[config.mk]
export PLATFORM = sky130hd
export DESIGN_NAME = mem_access_ctrl
export DESIGN_NICKNAME = d
export VERILOG_FILES = /design/src/rtl/mem_access_ctrl_pkg.sv /design/src/rtl/mem_lane_align.sv /design/src/rtl/mem_access_ctrl.sv
export SDC_FILE = /design/constraint.sdc
export NUM_CORES = 1
export LEC_CHECK = 0
export BUFFER_PORTS_ARGS = -buffer_cell sky130_fd_sc_hd__buf_2
export CORE_UTILIZATION = 45
export DETAILED_ROUTE_END_ITERATION = 12
export PLACE_DENSITY = 0.75
export SLEW_MARGIN = 10
export SYNTH_ARGS = -nofsm -noshare
export SYNTH_HDL_FRONTEND = slang
export SYNTH_HIERARCHICAL = 1
export SYNTH_SLANG_ARGS = --single-unit
[constraint.sdc]
create_clock -name clk -period 5.3 [get_ports clk]
set_input_delay 0 -clock clk [delete_from_list [all_inputs] [get_ports clk]]
set_output_delay 0 -clock clk [all_outputs]
set_load 0.005 [all_outputs]
[src/rtl/mem_access_ctrl_pkg.sv]
`default_nettype none
// ============================================================================
// Module      : mem_access_ctrl_pkg
// Description : Shared opcode, access-width and FSM state constants for the
//               data-memory access controller, plus a misalignment helper.
// Revision    : 1.0 - initial release
// ============================================================================
package mem_access_ctrl_pkg;

    // Opcodes that route through the data-memory port
    localparam logic [6:0] c_opcode_load  = 7'b0000011;
    localparam logic [6:0] c_opcode_store = 7'b0100011;

    // Access width, taken from funct3[1:0]
    localparam logic [1:0] c_width_byte = 2'b00;
    localparam logic [1:0] c_width_half = 2'b01;
    localparam logic [1:0] c_width_word = 2'b10;

    // Access sequencer states
    localparam logic [1:0] c_st_idle = 2'd0;
    localparam logic [1:0] c_st_req  = 2'd1;
    localparam logic [1:0] c_st_wait = 2'd2;
    localparam logic [1:0] c_st_done = 2'd3;

    // An access is misaligned when the address has bits set below its size.
    // The unused width code 2'b11 is treated as a word access.
    function automatic logic f_misaligned(input logic [2:0] funct3,
                                          input logic [1:0] addr_lo);
        logic w_mis;
        case (funct3[1:0])
            c_width_byte: w_mis = 1'b0;
            c_width_half: w_mis = addr_lo[0];
            default:      w_mis = |addr_lo;
        endcase
        return w_mis;
    endfunction

endpackage
`default_nettype wire

[src/rtl/mem_lane_align.sv]
`default_nettype none
// ============================================================================
// Module      : mem_lane_align
// Description : Combinational lane logic: byte enables, store-data lane
//               placement and load-data extraction with sign/zero extension.
//               The address offset is forced to natural alignment for the
//               access size, so low address bits that do not fit are ignored.
// Revision    : 1.0 - initial release
// ============================================================================
module mem_lane_align
    import mem_access_ctrl_pkg::*;
(
    input  logic [2:0]  funct3,
    input  logic [1:0]  addr_lo,
    input  logic [31:0] store_data,
    input  logic [31:0] load_word,
    output logic [3:0]  be,
    output logic [31:0] store_lanes,
    output logic [31:0] load_result
);

    logic [1:0]  w_off;
    logic [31:0] w_shifted;

    // Select byte enables, replicate store data and extend the load result
    always_comb begin
        w_off       = 2'b00;
        be          = 4'b1111;
        store_lanes = store_data;
        case (funct3[1:0])
            c_width_byte: begin
                w_off       = addr_lo;
                be          = 4'b0001 << addr_lo;
                store_lanes = {4{store_data[7:0]}};
            end
            c_width_half: begin
                w_off       = {addr_lo[1], 1'b0};
                be          = 4'b0011 << {addr_lo[1], 1'b0};
                store_lanes = {2{store_data[15:0]}};
            end
            default: begin
                w_off       = 2'b00;
                be          = 4'b1111;
                store_lanes = store_data;
            end
        endcase

        w_shifted = load_word >> {w_off, 3'b000};

        case (funct3[1:0])
            c_width_byte: load_result = funct3[2] ? {24'd0, w_shifted[7:0]}
                                                  : {{24{w_shifted[7]}}, w_shifted[7:0]};
            c_width_half: load_result = funct3[2] ? {16'd0, w_shifted[15:0]}
                                                  : {{16{w_shifted[15]}}, w_shifted[15:0]};
            default:      load_result = w_shifted;
        endcase
    end

endmodule
`default_nettype wire

[src/rtl/mem_access_ctrl.sv]
`default_nettype none
// ============================================================================
// Module      : mem_access_ctrl
// Description : Sequences the single data-memory access of the instruction in
//               EX/MEM over a req/gnt/rvalid port, stalls the pipeline until
//               it completes and returns extended load data.
//               Optional build macro MEM_MISALIGN_TRAP_EN: misaligned accesses
//               raise a one-cycle misalign_o pulse instead of a bus request.
// Revision    : 1.0 - initial release
// ============================================================================
module mem_access_ctrl
    import mem_access_ctrl_pkg::*;
#(
    parameter int TIMEOUT = 64
)(
    input  logic        clk,
    input  logic        rst_n,
    input  logic        valid_i,
    input  logic        flush_i,
    input  logic [6:0]  opcode_i,
    input  logic [2:0]  funct3_i,
    input  logic [31:0] addr_i,
    input  logic [31:0] wdata_i,
    output logic        dmem_req_o,
    output logic        dmem_we_o,
    output logic [31:0] dmem_addr_o,
    output logic [3:0]  dmem_be_o,
    output logic [31:0] dmem_wdata_o,
    input  logic        dmem_gnt_i,
    input  logic        dmem_rvalid_i,
    input  logic [31:0] dmem_rdata_i,
    output logic        stall_o,
    output logic        load_valid_o,
    output logic [31:0] load_data_o,
`ifdef MEM_MISALIGN_TRAP_EN
    output logic        misalign_o,
`endif
    output logic        bus_err_o
);

    localparam int                 c_cnt_w    = $clog2(TIMEOUT);
    localparam logic [c_cnt_w-1:0] c_cnt_last = c_cnt_w'(TIMEOUT - 1);

    logic [1:0]         r_state;
    logic [c_cnt_w-1:0] r_wait_cnt;
    logic               r_is_load;
    logic               r_flushed;
    logic [2:0]         r_funct3;
    logic [1:0]         r_addr_lo;

    logic               w_is_load;
    logic               w_is_store;
    logic               w_start;
    logic               w_go;
    logic [2:0]         w_sel_funct3;
    logic [1:0]         w_sel_addr_lo;
    logic [3:0]         w_be;
    logic [31:0]        w_store_lanes;
    logic [31:0]        w_load_result;

    assign w_is_load  = (opcode_i == c_opcode_load);
    assign w_is_store = (opcode_i == c_opcode_store);
    assign w_start    = valid_i & (w_is_load | w_is_store) & ~flush_i;

`ifdef MEM_MISALIGN_TRAP_EN
    logic w_misaligned;
    assign w_misaligned = f_misaligned(funct3_i, addr_i[1:0]);
    assign w_go         = w_start & ~w_misaligned;
`else
    assign w_go         = w_start;
`endif

    // The store lanes are formed from live inputs in IDLE; the load result
    // uses the size/offset latched when the access started.
    assign w_sel_funct3  = (r_state == c_st_idle) ? funct3_i    : r_funct3;
    assign w_sel_addr_lo = (r_state == c_st_idle) ? addr_i[1:0] : r_addr_lo;

    mem_lane_align u_lane_align (
        .funct3      (w_sel_funct3),
        .addr_lo     (w_sel_addr_lo),
        .store_data  (wdata_i),
        .load_word   (dmem_rdata_i),
        .be          (w_be),
        .store_lanes (w_store_lanes),
        .load_result (w_load_result)
    );

    assign stall_o = ((r_state == c_st_idle) & w_start) |
                     (r_state == c_st_req) | (r_state == c_st_wait);

    // Access sequencer with registered bus outputs and completion pulses
    always_ff @(posedge clk or negedge rst_n) begin
        if (!rst_n) begin
            r_state      <= c_st_idle;
            r_wait_cnt   <= '0;
            r_is_load    <= 1'b0;
            r_flushed    <= 1'b0;
            r_funct3     <= 3'd0;
            r_addr_lo    <= 2'd0;
            dmem_req_o   <= 1'b0;
            dmem_we_o    <= 1'b0;
            dmem_addr_o  <= 32'd0;
            dmem_be_o    <= 4'd0;
            dmem_wdata_o <= 32'd0;
            load_valid_o <= 1'b0;
            load_data_o  <= 32'd0;
            bus_err_o    <= 1'b0;
`ifdef MEM_MISALIGN_TRAP_EN
            misalign_o   <= 1'b0;
`endif
        end else begin
            load_valid_o <= 1'b0;
            bus_err_o    <= 1'b0;
`ifdef MEM_MISALIGN_TRAP_EN
            misalign_o   <= 1'b0;
`endif
            case (r_state)
                c_st_idle: begin
                    if (w_go) begin
                        r_state      <= c_st_req;
                        r_is_load    <= w_is_load;
                        r_flushed    <= 1'b0;
                        r_funct3     <= funct3_i;
                        r_addr_lo    <= addr_i[1:0];
                        dmem_req_o   <= 1'b1;
                        dmem_we_o    <= w_is_store;
                        dmem_addr_o  <= {addr_i[31:2], 2'b00};
                        dmem_be_o    <= w_be;
                        dmem_wdata_o <= w_store_lanes;
                    end
`ifdef MEM_MISALIGN_TRAP_EN
                    else if (w_start & w_misaligned) begin
                        misalign_o <= 1'b1;
                    end
`endif
                end
                c_st_req: begin
                    // A grant wins over a simultaneous flush
                    if (dmem_gnt_i) begin
                        dmem_req_o <= 1'b0;
                        r_wait_cnt <= '0;
                        r_state    <= r_is_load ? c_st_wait : c_st_done;
                    end else if (flush_i) begin
                        dmem_req_o <= 1'b0;
                        r_state    <= c_st_idle;
                    end
                end
                c_st_wait: begin
                    if (flush_i) begin
                        r_flushed <= 1'b1;
                    end
                    if (dmem_rvalid_i) begin
                        load_data_o  <= w_load_result;
                        load_valid_o <= ~(r_flushed | flush_i);
                        r_state      <= c_st_done;
                    end else if (r_wait_cnt == c_cnt_last) begin
                        bus_err_o  <= 1'b1;
                        r_wait_cnt <= '0;
                        r_state    <= c_st_idle;
                    end else begin
                        r_wait_cnt <= r_wait_cnt + 1'b1;
                    end
                end
                default: begin
                    r_state <= c_st_idle;
                end
            endcase
        end
    end

endmodule
`default_nettype wire

==> reports/qor.csv, run 1 <==
stage;metric;value;unit
worst_hold_path;worst min path class;in -> reg;
placement;DP HPWL;11100;um
floorplan;Starting Density;45.9;%
floorplan;Die Ht;118;um
setup_path;crit path kind;reg -> reg;
logic_synthesis;Async SR Flop Fraction;100;%
global_routing;grt total ovfl;0;
logic_synthesis;Synth Cell Area;0.00605;mm^2
power;PD cells;443;mW/mm^2
logic_synthesis;synth unique cells;50;
floorplan;core footprint;0.0132;mm^2
placement;Placed Instances;804;
timing;worst rel slew slack;16.1;%
timing;period utilization;66.5;%
timing;Final min period;3.52;ns
cts;CTS tree;built;
timing;Fin. Hold Viols;0;
setup_path;slowest CP cell;o21a_1;
logic_synthesis;post-synth top area cell;dfrtp_1;
placement;Port Buffer Count;214;
detailed_routing;Iter 0 DRT Violations;315;
timing;Setup TNS Final;0;ns
timing;Hold WS;0.0158;ns
timing;Max Slew Vio Count;0;
finish;Ant. Diodes;0;
logic_synthesis;synthesized flop and latch total;117;
setup_path;CP dominant cell by count;mux2_2;
timing;worst slew pin tran;1.26;ns
finish;Final Non-Filler Cells;923;
detailed_routing;vias after detailed routing;4870;
power;Comb power frac;36.3;%
placement;GPL Wtd Cong;0.942;
floorplan;die area;0.0139;mm^2
detailed_routing;Routed WL per cell;18.6;um
logic_synthesis;ranking of synthesized cells by area;dfrtp_1, mux2_2, mux2_4;
power;Psw;1230;uW
setup_path;R2R setup slack;1.78;ns
detailed_routing;1st-pass router iterations;5;
global_routing;pin count of the biggest net entering global routing;65;
setup_path;CP startpoint kind;flop;
detailed_routing;ANT nets after route;0;
cts;H-tree levels;4;
logic_synthesis;top post-synthesis cells by count;dfrtp_1, mux2_2, nand2_1;
logic_synthesis;Yosys warning count;6;
flow_run;max_cap viols;0;
placement;Area after DPL;0.00709;mm^2
global_routing;initial antenna violation count;0;
logic_synthesis;predominant post-synthesis flop cell;dfrtp_1;
setup_path;CP Data Arrival Time;3.82;ns
floorplan;# rows;42;
cts;clk buf depth;2;
timing;worst-case clock skew;0.00784;ns
setup_path;worst path required time;5.59;ns
detailed_routing;Vias/cell;5.28;
cts;Clk Latency, worst-skew pair;0.41;ns
cts;CTS Buf Count;17;
power;VDD IR max;0.259;mV
cts;Clk Tree Root Cell;clkbuf_16;
power;register share of total power;31.9;%
setup_path;max incr delay on CP;0.80;ns
finish;filler cell count;974;
timing;RSZ-0062 raised after global routing;no;
detailed_routing;DRC viols;0;
setup_path;CP Cell Sequence;nor2_2 > mux2_2 > nand2b_1 > a32oi_1 > o21a_1 > o221ai_1 > mux2_2;
cts;post-CTS setup repair buffer count;0;
cts;sink count of the clock tree;117;
logic_synthesis;sequential area share after synthesis;48.4;%
finish;fin area;0.00858;mm^2
power;Pleak;0.00445;uW
power;internal power;2580;uW
finish;share of layout cells above drive strength 1;54.6;%
power;Clock power frac;31.8;%
global_routing;global-route wire length before repair;27400;um
run_status;status;finished, final reports clean;
detailed_routing;WL final;17200;um
floorplan;I/O Pins;217;
timing;Finish-stage setup viols;0;
power;sw frac;32.3;%
setup_path;crit-path max FO;17;
finish;P&R area growth vs syn;41.7;%
logic_synthesis;most common cell in the netlist;dfrtp_1;
logic_synthesis;Syn Area/Cell;13.4;um^2
cts;Reg clk slew, reported paths;0.05;ns
logic_synthesis;EDFF count, synth;0;
setup_path;endpoint class of the critical path;flop;
floorplan;Die X;118;um
logic_synthesis;Mapped Cells;451;
logic_synthesis;Synth top area share;48.4;%
global_routing;overall global routing resource usage;25.3;%
timing;fmax;284;MHz
finish;NumNets Final;847;
global_routing;number of global-route vias before repair;5193;
## final timing paths
path,from,end,depth (start not counted)
worst max-delay path,r_state[1],load_data_o[17],7
worst min-delay path,dmem_rdata_i[30],load_data_o[30],4
worst max register to register,r_state[1],load_data_o[17],7
worst min register to register,r_flushed,load_valid_o,1
max in group asynchronous,rst_n,load_data_o[29],3
min in group asynchronous,rst_n,load_data_o[26],2
## state kept, by name, summed over array words and instances (netlist names)
signal / count
dmem_req_o: 1
r_wait_cnt: 6
bus_err_o: 1
load_valid_o: 1
r_funct3: 3
dmem_we_o: 1
r_addr_lo: 2
dmem_addr_o: 30
r_state: 2
dmem_wdata_o: 32
r_is_load: 1
load_data_o: 32
r_flushed: 1
dmem_be_o: 4
## critical path: cells and delay by family, from the launching register on
family	cells	cell delay, ns
compound gates	3	1.36
mux	2	0.90
simple gates	2	0.65
flops	1	0.49
## power by group through the flow
stage	Sequential [uW]	Clock, uW	Combinational, uW
global route	1240	1270	1480
CTS	1210	1220	1360
finish	1210	1210	1380
detailed placement	1220	0	1310
global placement	1220	0	1260
floorplan	1210	0	961
## what timing repair did
action                                 4_1_cts  5_1_grt
endpoints found under the hold margin      139        0
hold buffers                                87        0
gates resized for setup                      0        0
## final cells by class
cell class | instances | area [um^2] | area share, %
sequential | 117 | 2930 | 34.1
multi-input combinational | 289 | 2820 | 32.9
timing repair buffer | 305 | 1970 | 23.0
clock buffer | 22 | 464 | 5.41
tap | 176 | 220 | 2.57
clock inverter | 10 | 153 | 1.78
inverter | 4 | 15.0 | 0.175
## layout by cell type, fill, tap and decap left out, drive strengths merged, types with 7 or more instances in the layout
cell type	synthesis	layout
buf	37	218
mux2	125	125
dfrtp	117	117
dlygate4sd3	0	87
nand2	41	41
clkbuf	5	22
mux2i	16	16
o221ai	16	16
o21ai	13	13
nor2	11	11
nand3	9	9
o22ai	8	8
mux4	7	7
## metal layers
layer  share of wire, %  vias to the layer above  track usage (%)
li1                   -                     2200                -
met5                  0                        -                0
met1                 39                     2393             30.1
met3                7.2                       44             7.51
met2                 51                      233             42.6
met4                2.8                        0             10.7
## cell families (layout without fill, tap and decap cells)
| group | after synthesis | in the layout | synth area share [%] |
|---|---|---|---|
| mux | 148 | 148 | 30.7 |
| flops | 117 | 117 | 48.4 |
| simple gates | 84 | 84 | 7.15 |
| compound gates | 53 | 53 | 8.18 |
| buf+inv | 46 | 341 | 5.23 |
| fa+ha+maj | 1 | 1 | 0.207 |
| other cells | 1 | 2 | 0.0619 |
| xor+xnor | 1 | 1 | 0.145 |
## through the flow
stage          setup slack (ns)  power (uW)  util, %
2_1_floorplan              2.81        2170        -
3_3_place_gp               2.05        2480     53.7
3_5_place_dp               1.93        2530     53.7
4_1_cts                    1.92        3800     65.0
5_1_grt                    1.65        3990     65.0
6_report                   1.78        3800     65.0
(Power assumes the default switching activity.)
==> inputs of run 2 (changes only) <==
--- a/config.mk
+++ b/config.mk
@@ -5,10 +5,11 @@
 export SDC_FILE = /design/constraint.sdc
 export NUM_CORES = 1
 export LEC_CHECK = 0
+export ABC_AREA = 1
 export BUFFER_PORTS_ARGS = -buffer_cell sky130_fd_sc_hd__buf_2
 export CORE_UTILIZATION = 45
 export DETAILED_ROUTE_END_ITERATION = 12
-export PLACE_DENSITY = 0.75
+export PLACE_DENSITY = 0.78
 export SLEW_MARGIN = 10
 export SYNTH_ARGS = -nofsm -noshare
 export SYNTH_HDL_FRONTEND = slang
==> constraint.sdc (replaced) <==
create_clock -name clk -period 2.9 [get_ports clk]
set_input_delay 0 -clock clk [delete_from_list [all_inputs] [get_ports clk]]
set_output_delay 0 -clock clk [all_outputs]
set_load 0.005 [all_outputs]
==> reports/qor.csv, run 2 <==
stage;metric;value;unit;change
timing;Final min period;2.53;ns;-0.998 ns
floorplan;Die Ht;120;um;+1.6%
global_routing;grt total ovfl;0;;unchanged
placement;DP HPWL;11700;um;+5.6%
setup_path;crit path kind;reg -> reg;;
finish;biggest registers after layout;dmem_wdata_o (32), load_data_o (32), dmem_addr_o (30);;
logic_synthesis;Async SR Flop Fraction;100;%;unchanged
cts;CTS tree;built;;
cts;H-tree levels;4;;unchanged
timing;worst rel slew slack;53.9;%;+38 points
logic_synthesis;Synth Cell Area;0.00626;mm^2;+3.3%
logic_synthesis;Yosys warning count;6;;unchanged
detailed_routing;Vias/cell;4.89;;-7.3%
timing;worst-case clock skew;0.00622;ns;-0.00162 ns
power;sw frac;38.8;%;+6.6 points
cts;CTS Buf Count;17;;unchanged
logic_synthesis;Syn Area/Cell;7.80;um^2;-42%
placement;GPL Wtd Cong;0.895;;-5.0%
power;Clock power frac;29.5;%;-2.3 points
run_status;status;finished, final reports clean;;
flow_run;max_cap viols;0;;unchanged
cts;Clk Latency, worst-skew pair;0.41;ns;about the same
floorplan;Die X;120;um;+1.6%
detailed_routing;1st-pass router iterations;5;;unchanged
timing;Fin. Hold Viols;0;;unchanged
setup_path;endpoint class of the critical path;flop;;
global_routing;global-route wire length before repair;28400;um;+3.6%
logic_synthesis;sequential area share after synthesis;46.8;%;-1.6 points
timing;RSZ-0062 raised after global routing;no;;
power;internal power;4570;uW;+77%
timing;Max Slew Vio Count;0;;unchanged
setup_path;crit-path max FO;24;;+7
setup_path;max incr delay on CP;0.41;ns;-0.39 ns
logic_synthesis;most common cell in the netlist;nand2_1;;
cts;sink count of the clock tree;117;;unchanged
setup_path;worst path required time;3.24;ns;-2.35 ns
logic_synthesis;synthesized flop and latch total;117;;unchanged
power;Comb power frac;41.7;%;+5.4 points
logic_synthesis;Synth top area share;46.8;%;-1.6 points
floorplan;# rows;42;;unchanged
detailed_routing;ANT nets after route;0;;unchanged
logic_synthesis;Mapped Cells;802;;+78%
detailed_routing;Iter 0 DRT Violations;678;;+120%
global_routing;pin count of the biggest net entering global routing;59;;-9.2%
detailed_routing;WL final;17800;um;+3.4%
finish;commonest non-fill, non-tap cell in the layout;nand2_1;;
logic_synthesis;ranking of synthesized cells by area;dfrtp_1, nand2_1, o21ai_2;;
setup_path;CP Data Arrival Time;2.87;ns;-0.95 ns
global_routing;overall global routing resource usage;25.3;%;about the same
finish;Ant. Diodes;0;;unchanged
floorplan;I/O Pins;217;;unchanged
finish;NumNets Final;1180;;+39%
floorplan;core footprint;0.0134;mm^2;+1.6%
timing;worst slew pin tran;0.691;ns;-0.568 ns
power;register share of total power;28.8;%;-3.1 points
finish;most frequent cells in the layout;nand2_1, buf_2, dfrtp_1;;
timing;Finish-stage setup viols;0;;unchanged
global_routing;number of global-route vias before repair;5747;;+11%
global_routing;initial antenna violation count;0;;unchanged
cts;Reg clk slew, reported paths;0.05;ns;about the same
detailed_routing;vias after detailed routing;6140;;+26%
logic_synthesis;top post-synthesis cells by count;nand2_1, dfrtp_1, inv_1;;
cts;clk buf depth;2;;unchanged
floorplan;die area;0.0144;mm^2;+3.3%
detailed_routing;Routed WL per cell;14.2;um;-24%
logic_synthesis;synth unique cells;30;;-40%
setup_path;CP startpoint kind;flop;;
power;Psw;2900;uW;+140%
logic_synthesis;EDFF count, synth;0;;unchanged
power;VDD IR max;0.553;mV;+110%
floorplan;Starting Density;46.7;%;+0.79 points
logic_synthesis;predominant post-synthesis flop cell;dfrtp_1;;
timing;fmax;396;MHz;+40%
cts;post-CTS setup repair buffer count;0;;unchanged
cts;Clk Tree Root Cell;clkbuf_16;;
worst_hold_path;worst min path class;in -> reg;;
power;Pleak;0.00500;uW;+12%
placement;Port Buffer Count;214;;unchanged
timing;Setup TNS Final;0;ns;unchanged
setup_path;slowest CP cell;dfrtp_1;;
power;Tot Pwr;7480;uW;+97%
timing;period utilization;87.1;%;+21 points
finish;P&R area growth vs syn;38.3;%;
finish;share of layout cells above drive strength 1;29.8;%;-25 points
power;PD cells;864;mW/mm^2;+95%
setup_path;CP Cell Sequence;nor2_1 > buf_4 > nor2_1 > a21oi_4 > buf_4 > nor2_1 > inv_1 > buf_4 > nand3_2 > nand2_2 > nand2_4 > o21ai_0 > nand3_1 > nand2_1;;
logic_synthesis;post-synth top area cell;dfrtp_1;;
detailed_routing;DRC viols;0;;unchanged
==> run 2: changes by cell type after synthesis, sizes merged, moves of 23 or more <==
cell,delta
inv,+105
nand3,+67
mux2,-125
nand2,+230
o21ai,+93
nor2,+23
==> run 2: worst max-delay path: cells and delay by family (launching register included) <==
kind / cells / cell delay [ns]
AND/OR/NAND/NOR: 8 / 0.88
buffers and inverters: 4 / 0.78
flip-flops: 1 / 0.41
AO/OA/AOI/OAI: 2 / 0.37
==> run 2: layer usage <==
layer | up-vias | part of all wire, % | global-route usage, %
met2 | 260 | 47 | 40.1
met4 | 0 | 3.2 | 11.3
met5 | - | 0 | 0
met1 | 2789 | 44 | 33.6
met3 | 49 | 6.2 | 4.85
li1 | 3042 | - | -
==> run 2: worst paths after layout <==
path	from	cells after the start	slack (ns)	endpoint
worst min-delay path	wdata_i[15]	5	0.01	dmem_wdata_o[31]
worst max-delay path	r_state[1]	14	0.37	load_data_o[11]
worst min register to register	r_flushed	1	0.43	load_valid_o
worst max register to register	r_state[1]	14	0.37	load_data_o[11]
min in group asynchronous	rst_n	2	0.17	r_wait_cnt[5]
max in group asynchronous	rst_n	3	1.77	dmem_req_o
==> run 2: logic make-up (layout without fill, tap and decap cells) <==
kind of cell	after synthesis	in the layout	synth area share, %
DFF	117	117	46.8
and+or+nand+nor	385	385	26.0
adders and majority gates	1	1	0.200
AOI/OAI and AO/OA	134	134	14.0
buffers and inverters	164	440	13.0
other	1	2	0.0599
==> run 2: timing repair <==
action,CTS,global route
endpoints found under the setup margin,0,0
resized for setup,0,0
hold endpoints to repair,127,0
hold buffers,74,0
==> run 2: through the flow <==
step	instance area (um^2)	hold WS [ns]	instances	utilization, %	setup WS, ns
global route	8650	0.0359	1255	64.6	0.174
floorplan	6260	-0.296	803	-	0.759
CTS	8650	0.00205	1255	64.6	0.419
finish	8650	0.0139	1255	64.6	0.375
detailed placement	7290	0.0864	1150	54.4	0.444
global placement	7290	0.0803	1150	54.4	0.499
==> run 2: power groups by stage <==
stage	Clock [uW]	Sequential (uW)	Combinational, uW
after global routing	2320	2180	3480
after CTS	2240	2150	3060
after floorplan	0	2170	2100
after global placement	0	2160	2920
final	2210	2150	3120
after detailed placement	0	2170	2970
==> run 2: layout make-up <==
| class | count | area (um^2) |
|---|---|---|
| clock inverter | 7 | 116 |
| inverter | 109 | 409 |
| fill | 1092 | 4750 |
| timing repair buffer | 300 | 1930 |
| sequential | 117 | 2930 |
| tap | 176 | 220 |
| multi-input combinational | 522 | 2540 |
| clock buffer | 24 | 512 |
==> inputs of run 3 (changes only) <==
--- a/config.mk
+++ b/config.mk
@@ -9,9 +9,8 @@
 export BUFFER_PORTS_ARGS = -buffer_cell sky130_fd_sc_hd__buf_2
 export CORE_UTILIZATION = 45
 export DETAILED_ROUTE_END_ITERATION = 12
-export PLACE_DENSITY = 0.78
+export PLACE_DENSITY = 0.79
 export SLEW_MARGIN = 10
 export SYNTH_ARGS = -nofsm -noshare
 export SYNTH_HDL_FRONTEND = slang
-export SYNTH_HIERARCHICAL = 1
 export SYNTH_SLANG_ARGS = --single-unit
==> reports/qor.csv, run 3 <==
stage;metric;value;unit;change
detailed_routing;WL final;18800;um;+5.6%
cts;Clk Tree Root Cell;clkbuf_16;;
logic_synthesis;Yosys warning count;0;;-6
flow_run;max_cap viols;0;;unchanged
setup_path;slowest CP cell;dlygate4sd3_1;;
power;Pleak;0.00491;uW;-1.9%
finish;share of layout cells above drive strength 1;27.0;%;-2.8 points
global_routing;met2 usage;46.5;%;+6.4 points
finish;P&R area growth vs syn;45.4;%;
worst_hold_path;worst min path class;in -> reg;;
setup_path;worst path required time;3.26;ns;+0.02 ns
cts;H-tree levels;4;;unchanged
placement;Port Buffer Count;214;;unchanged
logic_synthesis;Mapped Cells;784;;-2.2%
setup_path;CP dominant cell by count;nand2_1;;
global_routing;met3 Track Usage GR;7.69;%;+2.8 points
detailed_routing;1st-pass router iterations;6;;+1
cts;post-CTS setup repair buffer count;0;;unchanged
placement;worst slack, placed;0.438;ns;-0.00554 ns
timing;final worst-path setup slack;0.315;ns;-0.0602 ns
timing;period utilization;89.1;%;+2.1 points
logic_synthesis;Synth top area share;50.2;%;+3.4 points
run_status;status;finished, final reports clean;;
power;VDD IR max;0.387;mV;-30%
floorplan;Die X;116;um;-3.4%
logic_synthesis;post-synth top area cell;dfrtp_1;;
placement;DP HPWL;11500;um;-1.6%
power;internal power;4440;uW;-2.8%
power;Clock power frac;29.4;%;about the same
logic_synthesis;Async SR Flop Fraction;100;%;unchanged
logic_synthesis;Syn Area/Cell;7.44;um^2;-4.7%
detailed_routing;Iter 0 DRT Violations;395;;-42%
floorplan;Starting Density;46.2;%;-0.48 points
logic_synthesis;top post-synthesis cells by count;nand2_1, dfrtp_1, inv_1;;
detailed_routing;ANT nets after route;0;;unchanged
setup_path;crit-path max FO;23;;-4.2%
floorplan;Die Ht;116;um;-3.4%
cts;CTS tree;built;;
setup_path;Worst path top cell family by delay;buffers and inverters;;
logic_synthesis;predominant post-synthesis flop cell;dfrtp_1;;
finish;commonest non-fill, non-tap cell in the layout;nand2_1;;
detailed_routing;Vias/cell;5.00;;+2.2%
timing;worst rel slew slack;43.1;%;-11 points
detailed_routing;vias after detailed routing;6302;;+2.6%
setup_path;CP bufs+invs;3;;-1
logic_synthesis;sequential area share after synthesis;50.2;%;+3.4 points
logic_synthesis;most common cell in the netlist;nand2_1;;
setup_path;crit path kind;reg -> reg;;
finish;most frequent cells in the layout;nand2_1, buf_2, dfrtp_1;;
finish;Ant. Diodes;0;;unchanged
cts;sink count of the clock tree;117;;unchanged
placement;GPL Wtd Cong;0.947;;+5.8%
logic_synthesis;synth unique cells;29;;-3.3%
setup_path;CP startpoint kind;flop;;
timing;fmax;387;MHz;-2.3%
setup_path;max incr delay on CP;0.56;ns;+0.15 ns
power;Psw;2720;uW;-6.2%
detailed_routing;Routed WL per cell;14.9;um;+5.2%
detailed_routing;DRC viols;0;;unchanged
global_routing;number of global-route vias before repair;6183;;+7.6%
power;PD cells;845;mW/mm^2;-2.1%
timing;Setup TNS Final;0;ns;unchanged
global_routing;global-route wire length before repair;29600;um;+4.1%
logic_synthesis;Synth Cell Area;0.00583;mm^2;-6.8%
power;Comb power frac;39.7;%;-2.0 points
timing;RSZ-0062 raised after global routing;no;;
cts;Clk Latency, worst-skew pair;0.42;ns;about the same
setup_path;CP Cell Sequence;nor2_4 > nand2_1 > nand2_4 > buf_4 > nand3_2 > buf_4 > nand2_1 > nand3_1 > o21ai_1 > dlygate4sd3_1 > nand2_1 > nand2_1;;
setup_path;CP Data Arrival Time;2.94;ns;+0.07 ns
timing;worst-case clock skew;0.00596;ns;-0.000258 ns
finish;biggest registers after layout;dmem_wdata_o (32), load_data_o (32), dmem_addr_o (30);;
global_routing;GRT busiest layer;met2;;
timing;Fin. Hold Viols;0;;unchanged
logic_synthesis;EDFF count, synth;0;;unchanged
global_routing;grt total ovfl;0;;unchanged
cts;clk buf depth;2;;unchanged
power;sw frac;38.0;%;-0.84 points
floorplan;die area;0.0134;mm^2;-6.7%
timing;worst slew pin tran;0.853;ns;+0.162 ns
setup_path;endpoint class of the critical path;flop;;
global_routing;GR Util met1;35.1;%;+1.4 points
global_routing;pin count of the biggest net entering global routing;88;;+49%
timing;Hold WS;0.0279;ns;+0.0140 ns
floorplan;# rows;41;;-2.4%
floorplan;I/O Pins;217;;unchanged
cts;Reg clk slew, reported paths;0.06;ns;about the same
timing;Finish-stage setup viols;0;;unchanged
logic_synthesis;synthesized flop and latch total;117;;unchanged
timing;Max Slew Vio Count;0;;unchanged
logic_synthesis;ranking of synthesized cells by area;dfrtp_1, nand2_1, o21ai_0;;
power;Tot Pwr;7170;uW;-4.1%
global_routing;overall global routing resource usage;29.4;%;+4.1 points
timing;Final min period;2.59;ns;+0.0602 ns
finish;NumNets Final;1188;;+0.68%
cts;CTS Buf Count;17;;unchanged
power;register share of total power;30.9;%;+2.1 points
floorplan;core footprint;0.0126;mm^2;-5.8%
global_routing;initial antenna violation count;0;;unchanged
-- run 3: layout make-up --
type	instances	area [um^2]
timing repair buffer	310	2020
clock inverter	13	159
fill	1035	4140
clock buffer	19	433
inverter	87	327
multi-input combinational	542	2390
tap	172	215
sequential	117	2930
-- run 3: repair_timing --
| action | CTS | global route |
|---|---|---|
| endpoints found under the setup margin | 0 | 1 |
| hold endpoints to repair | 121 | 0 |
| hold buffers | 86 | 0 |
| gates resized for setup | 0 | 1 |
-- run 3: worst paths after layout --
check	startpoint	end	slack [ns]	depth (start not counted)
min in group asynchronous	rst_n	load_data_o[29]	0.09	2
min reg2reg	r_flushed	load_valid_o	0.43	1
max in group asynchronous	rst_n	dmem_wdata_o[26]	2.00	3
max	r_state[0]	load_data_o[6]	0.31	12
max reg2reg	r_state[0]	load_data_o[6]	0.31	12
min	dmem_rdata_i[27]	load_data_o[11]	0.03	7
-- run 3: stage by stage --
stage,cells,util (%),cell area [um^2]
2_1_floorplan,785,-,5840
3_5_place_dp,1142,55.6,7020
5_1_grt,1260,67.2,8480
4_1_cts,1260,67.1,8470
3_3_place_gp,1142,55.6,7020
6_report,1260,67.2,8480
-- run 3: power by group through the flow --
stage / clock network (uW) / registers, uW / logic, uW
finish: 2110 / 2220 / 2840
global route: 2220 / 2250 / 3200
global placement: 0 / 2230 / 2580
CTS: 2140 / 2210 / 2780
floorplan: 0 / 2240 / 1770
detailed placement: 0 / 2230 / 2630
-- run 3: logic make-up after synthesis --
kind of cell / after synthesis / share of synthesized area (%)
adders and majority gates: 1 / 0.215
other: 1 / 0.0643
buffers and inverters: 126 / 8.93
DFF: 117 / 50.2
AOI/OAI and AO/OA: 100 / 8.93
and+or+nand+nor: 439 / 31.7
-- run 3: per-layer routing --
layer | vias to the layer above | part of all wire, %
li1 | 3023 | -
met1 | 2860 | 41
met2 | 331 | 47
met3 | 88 | 7.3
met4 | 0 | 5.4
met5 | - | 0
-- run 3: worst min-delay path: cells and delay by family --
family | cells | cell delay [ns]
AND/OR/NAND/NOR | 6 | 0.33
buffers and inverters | 1 | 0.09
